$ cat src/rtl/rf_pkg.sv
// rtl/rf_pkg.sv - shared encodings for the scoreboarded register file
package rf_pkg;

  localparam logic [1:0] WR_RS   = 2'b00;
  localparam logic [1:0] WR_RT   = 2'b01;
  localparam logic [1:0] WR_LINK = 2'b10;
  localparam logic [1:0] WR_NONE = 2'b11;

  localparam logic [0:0] ST_SWEEP = 1'b0;
  localparam logic [0:0] ST_RUN   = 1'b1;

endpackage

$ cat src/rtl/rf_scoreboard.sv
// rtl/rf_scoreboard.sv - per-register busy bits with set/clear and two read taps
module rf_scoreboard #(
  parameter int ADDR_W = 5
) (
  input  logic              clk,
  input  logic              rst,
  input  logic              set_en,
  input  logic [ADDR_W-1:0] set_addr,
  input  logic              clr_en,
  input  logic [ADDR_W-1:0] clr_addr,
  input  logic [ADDR_W-1:0] tap1_addr,
  input  logic [ADDR_W-1:0] tap2_addr,
  output logic              tap1,
  output logic              tap2
);

  localparam int DEPTH = 2 ** ADDR_W;

  logic [DEPTH-1:0] busy;

  // The set is scheduled after the clear so a same-address alloc keeps the bit high.
  always_ff @(posedge clk) begin
    if (rst) begin
      busy <= '0;
    end else begin
      if (clr_en) busy[clr_addr] <= 1'b0;
      if (set_en) busy[set_addr] <= 1'b1;
    end
  end

  assign tap1 = busy[tap1_addr];
  assign tap2 = busy[tap2_addr];

endmodule

$ cat src/rtl/regfile_sb.sv
// rtl/regfile_sb.sv - parametrised register file with busy scoreboard and reset sweep
// Optional write-to-read forwarding is enabled by defining RF_BYPASS_EN.
module regfile_sb
  import rf_pkg::*;
#(
  parameter int DATA_W   = 32,
  parameter int ADDR_W   = 5,
  parameter int LINK_REG = 31,
  parameter int ZERO_REG = 1
) (
  input  logic              clk,
  input  logic              rst,
  input  logic [ADDR_W-1:0] rs,
  input  logic [ADDR_W-1:0] rt,
  input  logic [1:0]        wr_sel,
  input  logic              wen,
  input  logic [DATA_W-1:0] wdata,
  input  logic              alloc_valid,
  input  logic [ADDR_W-1:0] alloc_addr,
  output logic              ready,
  output logic [DATA_W-1:0] rdata1,
  output logic [DATA_W-1:0] rdata2,
  output logic              busy1,
  output logic              busy2
);

  localparam int DEPTH = 2 ** ADDR_W;

  logic [DATA_W-1:0] mem [DEPTH];
  logic [0:0]        state = ST_SWEEP;
  logic [ADDR_W-1:0] ptr   = '0;
  logic [ADDR_W-1:0] dest;
  logic              wr_ok;
  logic              alloc_ok;
  logic              sb_busy1;
  logic              sb_busy2;

  assign ready = (state == ST_RUN);

  always_comb begin
    dest = rs;
    case (wr_sel)
      WR_RS:   dest = rs;
      WR_RT:   dest = rt;
      default: dest = ADDR_W'(LINK_REG);
    endcase
  end

  assign wr_ok    = ready && wen && (wr_sel != WR_NONE) &&
                    !((ZERO_REG != 0) && (dest == '0));
  assign alloc_ok = ready && alloc_valid &&
                    !((ZERO_REG != 0) && (alloc_addr == '0));

  always_ff @(posedge clk) begin
    if (rst) begin
      state <= ST_SWEEP;
      ptr   <= '0;
    end else if (state == ST_SWEEP) begin
      ptr <= ptr + 1'b1;
      if (ptr == {ADDR_W{1'b1}}) state <= ST_RUN;
    end
  end

  // Array has no reset of its own; the sweep clears one entry per cycle instead.
  always_ff @(posedge clk) begin
    if (!rst) begin
      if (state == ST_SWEEP) mem[ptr] <= '0;
      else if (wr_ok)        mem[dest] <= wdata;
    end
  end

  rf_scoreboard #(.ADDR_W(ADDR_W)) u_sb (
    .clk      (clk),
    .rst      (rst),
    .set_en   (alloc_ok),
    .set_addr (alloc_addr),
    .clr_en   (wr_ok),
    .clr_addr (dest),
    .tap1_addr(rs),
    .tap2_addr(rt),
    .tap1     (sb_busy1),
    .tap2     (sb_busy2)
  );

  always_comb begin
    rdata1 = mem[rs];
    rdata2 = mem[rt];
    busy1  = sb_busy1;
    busy2  = sb_busy2;
`ifdef RF_BYPASS_EN
    if (wr_ok && dest == rs) begin
      rdata1 = wdata;
      if (!(alloc_ok && alloc_addr == rs)) busy1 = 1'b0;
    end
    if (wr_ok && dest == rt) begin
      rdata2 = wdata;
      if (!(alloc_ok && alloc_addr == rt)) busy2 = 1'b0;
    end
`endif
    if ((ZERO_REG != 0) && rs == '0) begin
      rdata1 = '0;
      busy1  = 1'b0;
    end
    if ((ZERO_REG != 0) && rt == '0) begin
      rdata2 = '0;
      busy2  = 1'b0;
    end
    if (!ready) begin
      rdata1 = '0;
      rdata2 = '0;
      busy1  = 1'b0;
      busy2  = 1'b0;
    end
  end

endmodule

$ cat config.mk
export PLATFORM = sky130hd
export DESIGN_NAME = regfile_sb
export DESIGN_NICKNAME = d
export VERILOG_FILES = /design/src/rtl/rf_pkg.sv /design/src/rtl/rf_scoreboard.sv /design/src/rtl/regfile_sb.sv
export SDC_FILE = /design/constraint.sdc
export NUM_CORES = 1
export LEC_CHECK = 0
export BUFFER_PORTS_ARGS = -buffer_cell sky130_fd_sc_hd__buf_2
export CORE_MARGIN = 4
export CORE_UTILIZATION = 35
export DETAILED_ROUTE_END_ITERATION = 10
export GPL_TIMING_DRIVEN = 0
export PLACE_DENSITY = 0.6
export SYNTH_ARGS = -nofsm -noshare
export SYNTH_HDL_FRONTEND = slang
export SYNTH_SLANG_ARGS = --single-unit
export TNS_END_PERCENT = 30
$ cat constraint.sdc
create_clock -name clk -period 7.1 [get_ports clk]
set_input_delay 1.065 -clock clk [delete_from_list [all_inputs] [get_ports clk]]
set_output_delay 1.065 -clock clk [all_outputs]
set_load 0.05 [all_outputs]
# Word-level counts from Yosys, hierarchy flattened
# Memory sizes are Yosys's and may differ from the RTL's.
# Cells that the tools add are included.
# totals
memories	1
in_bits	53
elab_cells	64
register_bits	38
output_inout_bits	67
ram_bits	1024
# memory_table
name	depth	word_bits	rd	rd_ports_with_merged_regs	wr	line_no	rtl
mem	32	32	2	0	1	regfile_sb.sv:29	logic [DATA_W-1:0] mem [DEPTH];
# classes
magnitude_cmp	6
eq_ne	3
bitwise	3
add_sub_neg	1
mux	32
reduce_logical	15
# op_table
op	n
32-bit two-way mux	8
32-bit bitwise AND	1
32-bit NOT	1
32-bit bitwise OR	1
32-bit OR reduction	1
5-bit by 6-bit < comparator with 1-bit output (second input constant)	4
5-bit zero test	4
1-bit two-way mux	18
1-bit binary-select mux with 5-bit select	2
1-bit demux with 5-bit select	2
5-bit by 1-bit >= comparator with 1-bit output (second input constant)	2
5-bit one-hot mux with 2 select lines	1
1-bit logical AND	7
5-bit by 1-bit adder with 5-bit output (second input constant)	1
5-bit == test (second input constant)	1
5-bit two-way mux	1
2-bit by 1-bit == test with 1-bit output (second input constant)	1
1-bit zero test	2
2-bit zero test	1
2-bit inequality test (second input constant)	1

# Depth between registers and ports, before layout
# depth
word_depth	12
ltp_mapped	8

# Hierarchy
# A second synthesis with hierarchy kept.
# unflattened
hier_cells	2478
hier_area_um2	48661.7
# by_module_without_submodules
mod	area_per_inst_um2	cells_each	n_inst	seq_area_each_um2
regfile_sb	46726.1	2234	1	30869.6
rf_scoreboard	1935.6	244	1	640.6

# Worst setup path before layout
# Ideal clock, no wire load.
# synth_path
path_type	input -> register
from	in rs[0]
to	mem mem[10][0] (enable)
setup_slack_ns	2.135
setup_ns	0.461
path_stages	7
t_arrival_ns	4.504
path_cell_list	buf_2 -> nor3_1 -> o211ai_2 -> o31a_1 -> buf_6 -> o32a_4 -> nor3_1
# synth_between
elab_chain_len	10
# synth_rtl
element	line_no	rtl
start: declaration	regfile_sb.sv:13	input logic [ADDR_W-1:0] rs,
5-bit one-hot mux with 2 select lines *	regfile_sb.sv:42	case (wr_sel)
5-bit zero test	regfile_sb.sv:50	!((ZERO_REG != 0) && (dest == '0));
1-bit zero test	regfile_sb.sv:50	
1-bit logical AND	regfile_sb.sv:49	assign wr_ok = ready && wen && (wr_sel != WR_NONE) &&
1-bit two-way mux	regfile_sb.sv:68	else if (wr_ok) mem[dest] <= wdata;
1-bit two-way mux	regfile_sb.sv:67	if (state == ST_SWEEP) mem[ptr] <= '0;
1-bit two-way mux	regfile_sb.sv:66	if (!rst) begin
1-bit two-way mux (not written as such)	regfile_sb.sv:68	
32-bit OR reduction (no line)	-	
5-bit two-way mux (no line) or 1-bit two-way mux (tied branches)	-	
end: declaration	regfile_sb.sv:29	
# Every way passes the cells marked *; elsewhere a longest branch is shown, timed or not.

# Final worst setup path
# layout_path
from	in rt[1]
to	out rdata2[2]
# layout_between
elab_chain_len	3
# layout_rtl
element	line_no	rtl
start: declaration	regfile_sb.sv:14	input logic [ADDR_W-1:0] rt,
memory 32 x 32 bit or 5-bit zero test (tied branches)	-	
32-bit two-way mux *	regfile_sb.sv:104	if ((ZERO_REG != 0) && rt == '0) begin
32-bit two-way mux *	regfile_sb.sv:108	if (!ready) begin
end: declaration	regfile_sb.sv:22	output logic [DATA_W-1:0] rdata2,
# Marked as above.

==> summary.txt <==
Synthesis
  • Post-synth cell types: 58
  • Flops & latches, synth: between 1000 and 1500
  • Syn_nets: approximately 2500
  • Most common cell in the netlist: edfxtp_1
  • Post-synth top cells: edfxtp_1 (1024), mux4_2 (528), mux2i_1 (268)
  • Gate Count Post-Synth: between 2000 and 2500
  • Top FF cell, synth: edfxtp_1
  • Post-synthesis async set-or-reset flop share: 0%
  • Area leader, netlist: edfxtp_1
  • Seq/Total Area, Yosys: 63.31%
  • Area contributors post-synth: edfxtp_1 (62%), mux4_2 (24%), mux2i_1 (5.4%), dfxtp_1 (1.5%), o221ai_1 (1.2%)
  • Post-Syn Area: between 40000 and 50000 um^2
  • Number of synthesized flops with an enable pin: 1024
  • Syn_area_per_cell: approximately 20 um^2
  • Yosys warns: 0
  • Post-synth top area share: 61.78%

Critical path
  • CP Class: in -> out
  • Cell Chain, Critical Path: buf_2 -> buf_2 -> buf_2 -> buf_1 -> mux4_2 -> mux2i_1 -> o221ai_1 -> buf_2
  • CP delay by family, top: buffers and inverters
  • Crit-path max cell delay: 0.99 ns
  • CP required: 6.03 ns
  • Crit path top cell by count: buf_2
  • Crit path max fanout: 10
  • CP max stage cell: buf_1
  • Setup crit end kind: output port
  • WP data arrival: between 4 and 5 ns
  • Buffers & Inverters on Critical Path: 5
  • Startpoint Class: input port

Die
  • Chip Height: 385.1 um
  • Core Area: approximately 140000 um^2
  • Ports: 120
  • Die area: 148300 um^2
  • Initial Utilization: approximately a third
  • Chip Width: ~390 um
  • Cell Rows: between 100 and 150

GRT
  • Total grt overflow: 0
  • First-pass GRT wire length: around 230000 um
  • Initial antenna violation count: 11
  • GRT Util Overall: around 22%
  • Number of global-route vias before repair: between 30000 and 40000
  • Largest net degree at the start of global routing: 33

CTS
  • TritonCTS Sinks: roughly 1100
  • Clock Path Buffers: 3
  • Total CTS buffers: between 100 and 150
  • Htree depth: 3
  • Post-CTS Hold Buffers: 0
  • Post-CTS sizing: 0
  • # Post-CTS Setup Buffers: 0
  • Clock transition at the registers of the reported paths: 0.06 ns
  • CTS tree: built
  • CTS root buf: clkbuf_16
  • Worst skew pair latency: between 0.7 and 0.8 ns

Detailed routing
  • Top Layer Used: met5
  • Iter 0 DRT Violations: between 3000 and 4000
  • Detailed-route DRC error count: 0
  • DR WL met3: 15580 um
  • Vias per inst: 6.159
  • First-pass DRT Iterations: 6
  • Final WL: about 170000 um
  • Avg WL per Cell: 34.82 um
  • DR WL met2: about 79000 um
  • Via count: slightly below 30000
  • Final ANT Viol Nets: 0
  • WL met1: between 60000 and 70000 um

Final layout
  • Layout cell share with drive strength beyond 1: between 30% and 40%
  • Finished Layout Cells: around 4800
  • Final instance area: roughly 57000 um^2
  • Area grow syn2layout: 15.48%
  • Layout Utilization: about two fifths
  • Layout net count: about 2800
  • # fillers: 12420

Timing
  • Worst-Margin Slew: about 1.3 ns
  • Fmax: about 170 MHz
  • Period utilization: between 80% and 90%
  • Max-slew headroom: a little over a tenth
  • Period minus WS final: around 5.8 ns
  • RSZ-0062 raised after global routing: no
  • Final Skew: slightly above 0.02 ns
  • Fin worst setup slack: about 1.3 ns
  • Final slew viol count: 0
  • Final hold vios: 0
  • Setup violators final: 0

Placed design
  • Placed insts: roughly 4600
  • Placed cell area: between 50000 and 60000 um^2
  • Pre-CTS setup slack: around 1.4 ns
  • Gp weighted congestion: roughly 0.88
  • Port Buffers: roughly 120
  • Detail Placement HPWL: approximately 120000 um

Pwr
  • Power Dens Cells: roughly 230 nW/um^2
  • Clock power share: between 40% and 50%
  • Internal Power: 0.01031 W
  • Leak Pwr: between 15 and 20 nW
  • Comb pwr share: roughly 6.0%
  • Switching Power: 0.003006 W
  • Max VDD drop: 0.0001956 V
  • Sequential power share: 51.3%
  • Tot Pwr: between 0.01 and 0.015 W
  • Switch share: 22.58%

Min path
  • HP Class: reg -> reg

Status
  • Status: complete, no violations

Job
  • Max-Cap Viols: 0
worst paths after layout:
check                    start      endpoint  slack [ns]  cells after the start
hold / removal    u_sb.busy[6]  u_sb.busy[6]        0.51                      2
setup reg to reg         ready   mem[18][10]        3.33                      8
setup / recovery         rt[1]     rdata2[2]        1.30                      8
hold reg to reg   u_sb.busy[6]  u_sb.busy[6]        0.51                      2
layer usage:
layer,global-route usage [%],up-vias
li1,-,11420
met2,35.89,1741
met4,8.357,2
met5,0,-
met1,29.36,15760
met3,4.889,360
cell families (layout without fill, tap and decap cells):
family | count (synthesis) | count (layout) | synth area share, %
adder cells (fa/ha/maj) | 2 | 2 | 0.05027
AO/OA/AOI/OAI | 226 | 226 | 3.484
AND/OR/NAND/NOR | 182 | 182 | 1.943
flip-flops | 1062 | 1062 | 63.31
XOR/XNOR | 3 | 3 | 0.05280
buffers and inverters | 194 | 588 | 1.805
multiplexers | 799 | 799 | 29.36
other | 0 | 3 | 0
flip-flops by register name (all words and copies together), names as in the netlist:
name       cells
ptr            5
u_sb.busy     32
ready          1
mem         1024
worst register-to-register path, stage by stage, from the launching register on:
cell and delay, ns:
dfxtp_1 0.45, buf_2 0.28, and3b_1 0.25, nand2_1 0.19, o21ai_0 0.30, nand3_1 0.51
nor3_2 0.96, buf_6 0.29, buf_6 0.21
layout by cell type (no fill, tap or decap), types with 4 or more instances in the layout:
cell          n
o221ai_1     66
nor2b_1       6
buf_4        10
buf_12       11
a21oi_1      32
o22a_1       66
nor2_1       18
nor2_4       16
nor3_1        4
edfxtp_1   1024
buf_1        16
clkinv_1     26
clkinv_2     22
dfxtp_1      38
clkbuf_1     85
bufinv_16     8
buf_6        64
buf_2       215
nor3b_1       5
mux4_2      528
clkbuf_16   112
o211ai_1      5
and2_1       33
nand3b_1      8
nand2_1      41
or3_1         4
nand3_1      11
buf_16        6
mux2i_1     268
o21ai_0      35
nor3_2       17
cell type report:
type / count / area, um^2 / share of cell area (%)
Clock buffer: 133 / 2882 / 5.013
Clock inverter: 65 / 578.1 / 1.006
Sequential cell: 1062 / 31510 / 54.82
Buffer: 190 / 883.3 / 1.537
Inverter: 4 / 15.01 / 0.02612
Multi-Input combinational cell: 1212 / 17560 / 30.56
Timing Repair Buffer: 196 / 1674 / 2.913
Antenna cell: 3 / 7.507 / 0.01306
Tap cell: 1890 / 2365 / 4.114
stage by stage:
step	hold WS (ns)	setup TNS, ns
final	0.5061	0
after global routing	0.5178	0
after CTS	0.4999	0
after detailed placement	0.4859	0
after global placement	0.4748	-821.23
after floorplan	0.4509	0
power groups by stage:
stage | clock network, W | registers, W | logic [W]
2_1_floorplan | 0 | 0.00696 | 0.000502
3_3_place_gp | 0 | 0.00696 | 0.000767
3_5_place_dp | 0 | 0.00696 | 0.000800
4_1_cts | 0.00573 | 0.00683 | 0.000801
5_1_grt | 0.00601 | 0.00683 | 0.000833
6_report | 0.00568 | 0.00683 | 0.000801
No activity file was read; power rests on OpenSTA's default activity.
